[src/rtl/mtr_pwm_meas_pkg.sv]
// mtr_pkg: shared types and helpers for the PWM measurement block.
//   PWM_W       PWM counter width; one window is 2**PWM_W clocks
//   spd_t       measured duty (high cycles per window, saturated)
//   cnt_t       raw per-window high-cycle count, one bit wider than spd_t
//   chan_meas_t one channel's decoded result {spd, rev, shoot_thru, dir_chg}
//   decode()    turns a channel's completed counts into chan_meas_t
package mtr_pkg;

    localparam int PWM_W      = 11;
    localparam int PWM_PERIOD = 2 ** PWM_W;

    typedef logic [PWM_W-1:0] spd_t;
    typedef logic [PWM_W:0]   cnt_t;

    typedef struct packed {
        spd_t spd;
        logic rev;
        logic shoot_thru;
        logic dir_chg;
    } chan_meas_t;

    // A line held high for a whole window counts 2**PWM_W, one past spd_t range.
    function automatic spd_t sat(input cnt_t x);
        return x[PWM_W] ? '1 : x[PWM_W-1:0];
    endfunction

    // rev = (hi_r > hi_f) covers every case at once: hi_r == 0 gives forward,
    // hi_f == 0 with hi_r != 0 gives reverse, a tie gives forward, both zero
    // gives forward with spd 0. The larger count always becomes the speed.
    function automatic chan_meas_t decode(input cnt_t hi_f, input cnt_t hi_r, input logic st);
        chan_meas_t m;
        m.rev        = (hi_r > hi_f);
        m.spd        = sat(m.rev ? hi_r : hi_f);
        m.dir_chg    = (|hi_f) & (|hi_r);
        m.shoot_thru = st;
        return m;
    endfunction

endpackage

[src/rtl/mtr_pwm_meas_if.sv]
// mtr_pwm_meas_if: measurement result bundle of mtr_pwm_meas.
//   lft_spd/rght_spd   measured duty per wheel
//   lft_rev/rght_rev   measured direction, 1 = reverse
//   meas_vld           one-cycle pulse when every field updates
//   shoot_thru_*       fwd and rev high in the same cycle during the last window
//   dir_chg_*          both lines of a wheel had high cycles during the last window
// master = producer (the measurement block), slave = consumer.
interface mtr_pwm_meas_if #(parameter int PWM_W = mtr_pkg::PWM_W);

    logic [PWM_W-1:0] lft_spd;
    logic             lft_rev;
    logic [PWM_W-1:0] rght_spd;
    logic             rght_rev;
    logic             meas_vld;
    logic             shoot_thru_lft;
    logic             shoot_thru_rght;
    logic             dir_chg_lft;
    logic             dir_chg_rght;

    modport master (
        output lft_spd, lft_rev, rght_spd, rght_rev, meas_vld,
               shoot_thru_lft, shoot_thru_rght, dir_chg_lft, dir_chg_rght
    );

    modport slave (
        input lft_spd, lft_rev, rght_spd, rght_rev, meas_vld,
              shoot_thru_lft, shoot_thru_rght, dir_chg_lft, dir_chg_rght
    );

endinterface

[src/rtl/mtr_pwm_meas_chan.sv]
// mtr_pwm_chan: one wheel's high-cycle accumulators, shoot-through sticky
// flag and end-of-window decode.
//   clk, rst   clock, synchronous active-high reset
//   frwrd, rev the wheel's two PWM lines
//   win_end    high in the last cycle of a window
//   meas       decoded result, updated on the edge that closes a window
module mtr_pwm_chan
    import mtr_pkg::*;
(
    input  logic       clk,
    input  logic       rst,
    input  logic       frwrd,
    input  logic       rev,
    input  logic       win_end,
    output chan_meas_t meas
);

    cnt_t hi_f, hi_r;
    cnt_t hi_f_nxt, hi_r_nxt;
    logic st, st_nxt;

    // Counts including this cycle's sample; the last cycle of a window is
    // decoded from these so it is not lost.
    always_comb begin
        hi_f_nxt = hi_f + cnt_t'(frwrd);
        hi_r_nxt = hi_r + cnt_t'(rev);
        st_nxt   = st | (frwrd & rev);
    end

    always_ff @(posedge clk) begin
        if (rst) begin
            hi_f <= '0;
            hi_r <= '0;
            st   <= 1'b0;
            meas <= '0;
        end else if (win_end) begin
            meas <= decode(hi_f_nxt, hi_r_nxt, st_nxt);
            hi_f <= '0;
            hi_r <= '0;
            st   <= 1'b0;
        end else begin
            hi_f <= hi_f_nxt;
            hi_r <= hi_r_nxt;
            st   <= st_nxt;
        end
    end

endmodule

[src/rtl/mtr_pwm_meas.sv]
// mtr_pwm_meas: recovers each wheel's speed and direction from the four
// H-bridge PWM lines once per 2**PWM_W-clock window, and flags shoot-through
// and in-window direction changes.
//   clk, rst          clock, synchronous active-high reset
//   PWM_frwrd_lft     left forward PWM
//   PWM_rev_lft       left reverse PWM
//   PWM_frwrd_rght    right forward PWM
//   PWM_rev_rght      right reverse PWM
//   meas              result bundle (mtr_pwm_meas_if master)
// The window is free-running and not phase-locked to the driver: any full
// window of a periodic PWM with the same period holds exactly duty high cycles.
module mtr_pwm_meas #(
    parameter int PWM_W = mtr_pkg::PWM_W
) (
    input  logic            clk,
    input  logic            rst,
    input  logic            PWM_frwrd_lft,
    input  logic            PWM_rev_lft,
    input  logic            PWM_frwrd_rght,
    input  logic            PWM_rev_rght,
    mtr_pwm_meas_if.master  meas
);
    import mtr_pkg::*;

    localparam int NUM_CHAN = 2;   // 0 = left, 1 = right

    logic [PWM_W-1:0]    win_cnt;
    logic                win_end;
    logic                meas_vld_q;
    logic [NUM_CHAN-1:0] frwrd_v, rev_v;
    chan_meas_t          chan_meas [NUM_CHAN];

    assign win_end = &win_cnt;

    always_ff @(posedge clk) begin
        if (rst) begin
            win_cnt    <= '0;
            meas_vld_q <= 1'b0;
        end else begin
            win_cnt    <= win_cnt + PWM_W'(1);
            meas_vld_q <= win_end;   // aligned with the channel outputs
        end
    end

    assign frwrd_v = {PWM_frwrd_rght, PWM_frwrd_lft};
    assign rev_v   = {PWM_rev_rght,   PWM_rev_lft};

    for (genvar c = 0; c < NUM_CHAN; c++) begin : g_chan
        mtr_pwm_chan u_chan (
            .clk     (clk),
            .rst     (rst),
            .frwrd   (frwrd_v[c]),
            .rev     (rev_v[c]),
            .win_end (win_end),
            .meas    (chan_meas[c])
        );
    end

    assign meas.lft_spd         = chan_meas[0].spd;
    assign meas.lft_rev         = chan_meas[0].rev;
    assign meas.shoot_thru_lft  = chan_meas[0].shoot_thru;
    assign meas.dir_chg_lft     = chan_meas[0].dir_chg;
    assign meas.rght_spd        = chan_meas[1].spd;
    assign meas.rght_rev        = chan_meas[1].rev;
    assign meas.shoot_thru_rght = chan_meas[1].shoot_thru;
    assign meas.dir_chg_rght    = chan_meas[1].dir_chg;
    assign meas.meas_vld        = meas_vld_q;

endmodule

[src/flat_wrapper.sv]
// flat-port wrapper written by rule: the top's interface ports become plain ports
module mtr_pwm_meas_flat import mtr_pkg::*;
#(
    parameter int PWM_W = mtr_pkg::PWM_W
)
  (clk, rst, PWM_frwrd_lft, PWM_rev_lft, PWM_frwrd_rght, PWM_rev_rght, meas_lft_spd, meas_lft_rev, meas_rght_spd, meas_rght_rev, meas_meas_vld, meas_shoot_thru_lft, meas_shoot_thru_rght, meas_dir_chg_lft, meas_dir_chg_rght);
  mtr_pwm_meas_if #(.PWM_W(PWM_W)) meas_i ();
  input  logic clk;
  input  logic rst;
  input  logic PWM_frwrd_lft;
  input  logic PWM_rev_lft;
  input  logic PWM_frwrd_rght;
  input  logic PWM_rev_rght;
  output wire logic [$bits(meas_i.lft_spd)-1:0] meas_lft_spd;
  output wire logic [$bits(meas_i.lft_rev)-1:0] meas_lft_rev;
  output wire logic [$bits(meas_i.rght_spd)-1:0] meas_rght_spd;
  output wire logic [$bits(meas_i.rght_rev)-1:0] meas_rght_rev;
  output wire logic [$bits(meas_i.meas_vld)-1:0] meas_meas_vld;
  output wire logic [$bits(meas_i.shoot_thru_lft)-1:0] meas_shoot_thru_lft;
  output wire logic [$bits(meas_i.shoot_thru_rght)-1:0] meas_shoot_thru_rght;
  output wire logic [$bits(meas_i.dir_chg_lft)-1:0] meas_dir_chg_lft;
  output wire logic [$bits(meas_i.dir_chg_rght)-1:0] meas_dir_chg_rght;
  assign meas_lft_spd = meas_i.lft_spd;
  assign meas_lft_rev = meas_i.lft_rev;
  assign meas_rght_spd = meas_i.rght_spd;
  assign meas_rght_rev = meas_i.rght_rev;
  assign meas_meas_vld = meas_i.meas_vld;
  assign meas_shoot_thru_lft = meas_i.shoot_thru_lft;
  assign meas_shoot_thru_rght = meas_i.shoot_thru_rght;
  assign meas_dir_chg_lft = meas_i.dir_chg_lft;
  assign meas_dir_chg_rght = meas_i.dir_chg_rght;
  mtr_pwm_meas #(.PWM_W(PWM_W)) u_core (.clk(clk), .rst(rst), .PWM_frwrd_lft(PWM_frwrd_lft), .PWM_rev_lft(PWM_rev_lft), .PWM_frwrd_rght(PWM_frwrd_rght), .PWM_rev_rght(PWM_rev_rght), .meas(meas_i));
endmodule
[config.mk]
export PLATFORM = sky130hd
export DESIGN_NAME = mtr_pwm_meas_flat
export DESIGN_NICKNAME = d
export VERILOG_FILES = /design/src/rtl/mtr_pwm_meas_pkg.sv /design/src/rtl/mtr_pwm_meas_if.sv /design/src/rtl/mtr_pwm_meas_chan.sv /design/src/rtl/mtr_pwm_meas.sv /design/src/flat_wrapper.sv
export SDC_FILE = /design/constraint.sdc
export NUM_CORES = 1
export LEC_CHECK = 0
export BUFFER_PORTS_ARGS = -buffer_cell sky130_fd_sc_hd__buf_2
export CAP_MARGIN = 20
export CORE_MARGIN = 2
export CORE_UTILIZATION = 45
export CTS_CLUSTER_DIAMETER = 100
export DETAILED_ROUTE_END_ITERATION = 12
export SYNTH_ARGS = -nofsm -noshare
export SYNTH_HDL_FRONTEND = slang
export SYNTH_HIERARCHICAL = 1
export SYNTH_SLANG_ARGS = --single-unit
[constraint.sdc]
create_clock -name clk -period 4.19 [get_ports clk]
set_input_delay 0.6285 -clock clk [delete_from_list [all_inputs] [get_ports clk]]
set_output_delay 0.6285 -clock clk [all_outputs]
set_load 0.01 [all_outputs]
Word-level counts from Yosys, hierarchy flattened
Cells that the tools add are included.
{ "word_totals": {"ff_bits": 90, "input_bits": 6, "wordCells": 39, "out_inout_bits": 29} }
{ "op_classes": {"n_reduce_logical": 6, "n_addsub": 5, "magnitude_cmp": 2, "n_mux": 4, "n_bitwise": 6} }
{ "ops": {"columns": ["operator", "n"], "rows": [
  ["adder 12 x 1 -> 12 bit", 4],
  ["OR reduction 12 bit", 4],
  ["> comparator 12 bit", 2],
  ["two-way mux 12 bit", 2],
  ["two-way mux 11 bit", 2],
  ["adder 11 x 1 -> 11 bit, second input constant", 1],
  ["AND reduction 11 bit", 1],
  ["bitwise AND 1 bit", 4],
  ["bitwise OR 1 bit", 2],
  ["OR reduction 2 bit", 1]
]} }

Longest topological paths before layout
{ "depth": {"depth_word": 4, "depth_mapped": 14, "ltp_nobuf": 13} }

Modules after synthesis
The synthesis kept the hierarchy.
{ "by_module_without_submodules": {"columns": ["mod", "instances", "seq_area_each_um2", "area_each_um2", "cells_per_inst"], "rows": [
  ["mtr_pwm_chan (u_core.g_chan[0].u_chan)", 1, 780.7, 2192.1, 243],
  ["mtr_pwm_chan (u_core.g_chan[1].u_chan)", 1, 780.7, 2159.6, 237],
  ["mtr_pwm_meas", 1, 240.2, 488.0, 53]
]} }

Worst setup path after synthesis
No wires, ideal clock.
{ "synth_timing": {"kind": "input port to flip-flop", "from": "input port PWM_rev_rght", "to": "register u_core/g_chan[1].u_chan/meas[9] in the netlist's numbering", "required_time_ps": 4109, "n_path_buf": 1, "setup_time_ps": 81, "slack_ps": 853, "t_arrival_ps": 3256, "stages": 14, "cell_sequence": "ha_1 -> ha_1 -> and4_1 -> nand4_1 -> xor2_1 -> inv_1 -> ha_1 -> nand4_1 -> nor2_1 -> o21ai_0 -> a31oi_2 -> buf_4 -> mux2_2 -> a211oi_2"} }
{ "synth_between": {"elab_chain_cells": 4} }
{ "synth_rtl": {"columns": ["element", "line_no", "text"], "rows": [
  ["start, declared", "flat_wrapper.sv:13", "input logic PWM_rev_rght;"],
  ["adder 12 x 1 -> 12 bit", "mtr_pwm_meas_chan.sv:26", "hi_r_nxt = hi_r + cnt_t'(rev);"],
  ["net u_core.g_chan[1].u_chan.hi_r_nxt[10]", "mtr_pwm_meas_chan.sv:19", "cnt_t hi_f_nxt, hi_r_nxt;"],
  ["> comparator 12 bit", "mtr_pwm_meas_pkg.sv:32", "m.rev = (hi_r > hi_f);"],
  ["two-way mux 12 bit", "mtr_pwm_meas_pkg.sv:33", "m.spd = sat(m.rev ? hi_r : hi_f);"],
  ["two-way mux 11 bit", "mtr_pwm_meas_pkg.sv:24", "return x[PWM_W] ? '1 : x[PWM_W-1:0];"],
  ["end signal, assigned", "mtr_pwm_meas_chan.sv:37", "meas <= decode(hi_f_nxt, hi_r_nxt, st_nxt);"],
  ["end, declared", "mtr_pwm_meas_chan.sv:15", "output chan_meas_t meas"]
]} }
The timed path passes the listed nets, and every way through them passes these cells.
A chain may end at the register's enable or synchronous reset.

Worst setup path after layout
{ "layout_timing": {"from": "input port PWM_rev_rght", "to": "register u_core/g_chan[1].u_chan/meas[12] in the netlist's numbering"} }
The elaborated chain is that of the path after synthesis.

==> metrics <==
reg2reg start=u_core/g_chan[1].u_chan/hi_r[0]; clk buf depth=2; maximum fanout along the worst path=9; final core utilization=0.523; type of the tightest min-delay check=reg2reg; post-synthesis sequential area ratio=0.372; worst skew pair latency=0.37 ns; First DRT Iteration DRCs=176; Synth async-reset ratio=0; Syn Inst Count=533; P_leak=2.23 nW; # rows=37; largest net degree at the start of global routing=31; Reg2Reg Depth=14; Tcrit/Tclk final=0.828; FF-to-FF End=u_core/g_chan[1].u_chan/meas[12]; WL final=10.5 mm; root buffer cell=clkbuf_8; Power Density=330 mW/mm²; WP data required=4.48 ns; fin crit period=3.47 ns; vias per inst=5.31; DP Worst Slack=0.361 ns; Mapped Area=0.00484 mm²; ANT nets after route=0; CTS H-tree depth=3; # DRC=0; adder-cell share of the synthesized area=0.0957; average size of a mapped cell=9.08 µm²; worst slew pin tran=0.674 ns; Finished Layout Cells=716; # setup viols final=0; RePlAce Congestion=0.822; Max Cap Viol=0; TritonCTS clock tree=built; Max Freq=288 MHz; Antenna Cells=0; Setup crit end kind=flip-flop; Slew Viols, Final=0; hold_sp=u_core/g_chan[0].u_chan/st; boundary pin count=35; initial antenna violation count=0; Synth cell types=50; Resize count post-CTS=0; simple logic cell fraction of the synthesized area=0.223; relative slew slack=0.551; Synthesis Warnings=6; RSZ-0062 raised after global routing=no; nets=618; Startpoint Class=primary input; Hold Path End=u_core/g_chan[0].u_chan/st; Synth Area in XOR/XNOR=0.0832; Synth Area in Compound Gates=0.113; R2R setup slack=0.77 ns; placed insts=700; CTS buffer count=9; hold buffers post-CTS=0; crit path kind=in2reg; most numerous cell in the Yosys netlist=dfxtp_1; most common library cells after synthesis=90 x dfxtp_1, 85 x nor2_1, 37 x ha_1, 37 x inv_1, 30 x xnor2_1; Worst-path clk slew=0.09 ns; CP arrival=3.76 ns; Syn-to-layout area delta=12.2%; run status=finished clean; Synth Register Bits=90; number of global-route vias before repair=3632; Synth area leaders=dfxtp_1 37%, ha_1 9.6%, nor2_1 6.6%; share of cells above drive strength 1=0.207; Post-CTS Setup Bufs=0; top_reg_cell synth=dfxtp_1; drt wl/cell=14.7 µm; mux cell area share after synthesis=0.0618; setup ws final=0.719 ns; Die H=108 µm; Max IR drop VDD=0.206 mV; grt ovf=0; drt first pass iters=4; Final Skew=0.0109 ns; Initial Utilization=0.467; Layout fillers=1015; CORE AREA=0.0104 mm²; Min Hold Slack=0.470 ns; Global Route Usage Sum=0.195; number of enable flip-flop cells after synthesis=0; die width=108 µm; Hold Path Stages=2; Clock Sinks=90; post-synth top area cell=dfxtp_1; HPWL after DPL=7.85 mm; via count=3800; first-pass GRT wire length=17.7 mm; largest family of logic cells by synthesized area=simple AND/OR/NAND/NOR gates; die area=0.0116 mm²; I/O Buffers=34; final hold vios=0; Syn Nets=576; top-area cell type share of the netlist area=0.372; setup TNS=0 ns
==> layer usage <==
| metal | track usage | vias up | routed length, µm |
|---|---|---|---|
| met5 | 0 | - | 0 |
| met4 | 0.0815 | 0 | 191 |
| met3 | 0.0424 | 12 | 576 |
| met2 | 0.303 | 72 | 4640 |
| met1 | 0.263 | 1792 | 5120 |
| li1 | - | 1924 | - |
==> cells by family after synthesis <==
kind of cell	Yosys count
AND/OR/NAND/NOR	209
adder cells (fa/ha/maj)	37
flip-flops	90
AO/OA/AOI/OAI	66
multiplexers	28
XOR/XNOR	46
buffers and inverters	57
==> where the power goes <==
group	leakage, nW	switching [W]	internal [W]	total, W
combinational	1.38	0.000135	0.000108	0.000243
clock	0.117	0.000306	0.000369	0.000675
sequential	0.727	0.00000876	0.000866	0.000875
==> cell type report <==
| type | instances | area, µm² | area share |
|---|---|---|---|
| Clock inverter | 4 | 73.8 | 0.0136 |
| Clock buffer | 12 | 155 | 0.0286 |
| Multi-Input combinational cell | 386 | 2790 | 0.514 |
| Tap cell | 136 | 170 | 0.0314 |
| Sequential cell | 90 | 1800 | 0.332 |
| Timing Repair Buffer | 51 | 298 | 0.0549 |
| Inverter | 37 | 139 | 0.0256 |
==> state kept, by name, indices dropped and copies added, names as in the netlist <==
name and cells:
u_core/g_chan.u_chan/hi_f 24, u_core/g_chan.u_chan/hi_r 24, u_core/g_chan.u_chan/meas 28, u_core/g_chan.u_chan/st 2, u_core/meas.meas_vld 1, u_core/win_cnt 11
==> critical path, cell delays in order <==
cell and delay, ns:
buf_2 0.12, ha_1 0.19, ha_1 0.21, and4_1 0.24, nand4_1 0.13, xor2_1 0.25
inv_1 0.10, ha_1 0.30, nand4_1 0.16, nor2_1 0.13, o21ai_0 0.11, a31oi_2 0.35
buf_4 0.26, mux2_2 0.36, a211oi_2 0.21
==> worst max path at each step <==
stage | from | to | slack, ns | cells after the start
global placement | PWM_rev_rght | u_core/g_chan[1].u_chan/meas[8] | 0.46 | 15
finish | PWM_rev_rght | u_core/g_chan[1].u_chan/meas[12] | 0.72 | 15
global route | PWM_rev_rght | u_core/g_chan[1].u_chan/meas[11] | 0.52 | 15
floorplan | PWM_rev_rght | u_core/g_chan[1].u_chan/meas[9] | 0.85 | 14
detailed placement | PWM_rev_rght | u_core/g_chan[1].u_chan/meas[8] | 0.36 | 15
CTS | PWM_rev_rght | u_core/g_chan[1].u_chan/meas[8] | 0.76 | 15
==> stage by stage <==
stage	instance area (µm²)	total power, W
2_1_floorplan	4840	0.00109
3_3_place_gp	5200	0.00113
3_5_place_dp	5200	0.00114
4_1_cts	5430	0.00181
5_1_grt	5430	0.00187
6_report	5430	0.00179
==> placed cells by master (no fill, tap or decap), types with 6 or more instances in the layout <==
cell / Yosys / layout
mux2i_1: 13 / 13
nor2_1: 85 / 85
clkbuf_8: 0 / 11
inv_1: 37 / 37
nor3_1: 11 / 11
nor4_1: 7 / 7
buf_2: 2 / 34
o21ai_0: 8 / 8
ha_1: 37 / 37
dfxtp_1: 90 / 90
and2_1: 9 / 9
a211oi_2: 20 / 20
nand4_1: 16 / 16
buf_4: 2 / 17
xnor2_1: 30 / 30
nor4_2: 6 / 6
xor2_1: 16 / 16
nand3_1: 20 / 20
nand2_1: 25 / 25
a21oi_1: 16 / 16
mux2_2: 14 / 14
Power figures use the tool's default switching activity.
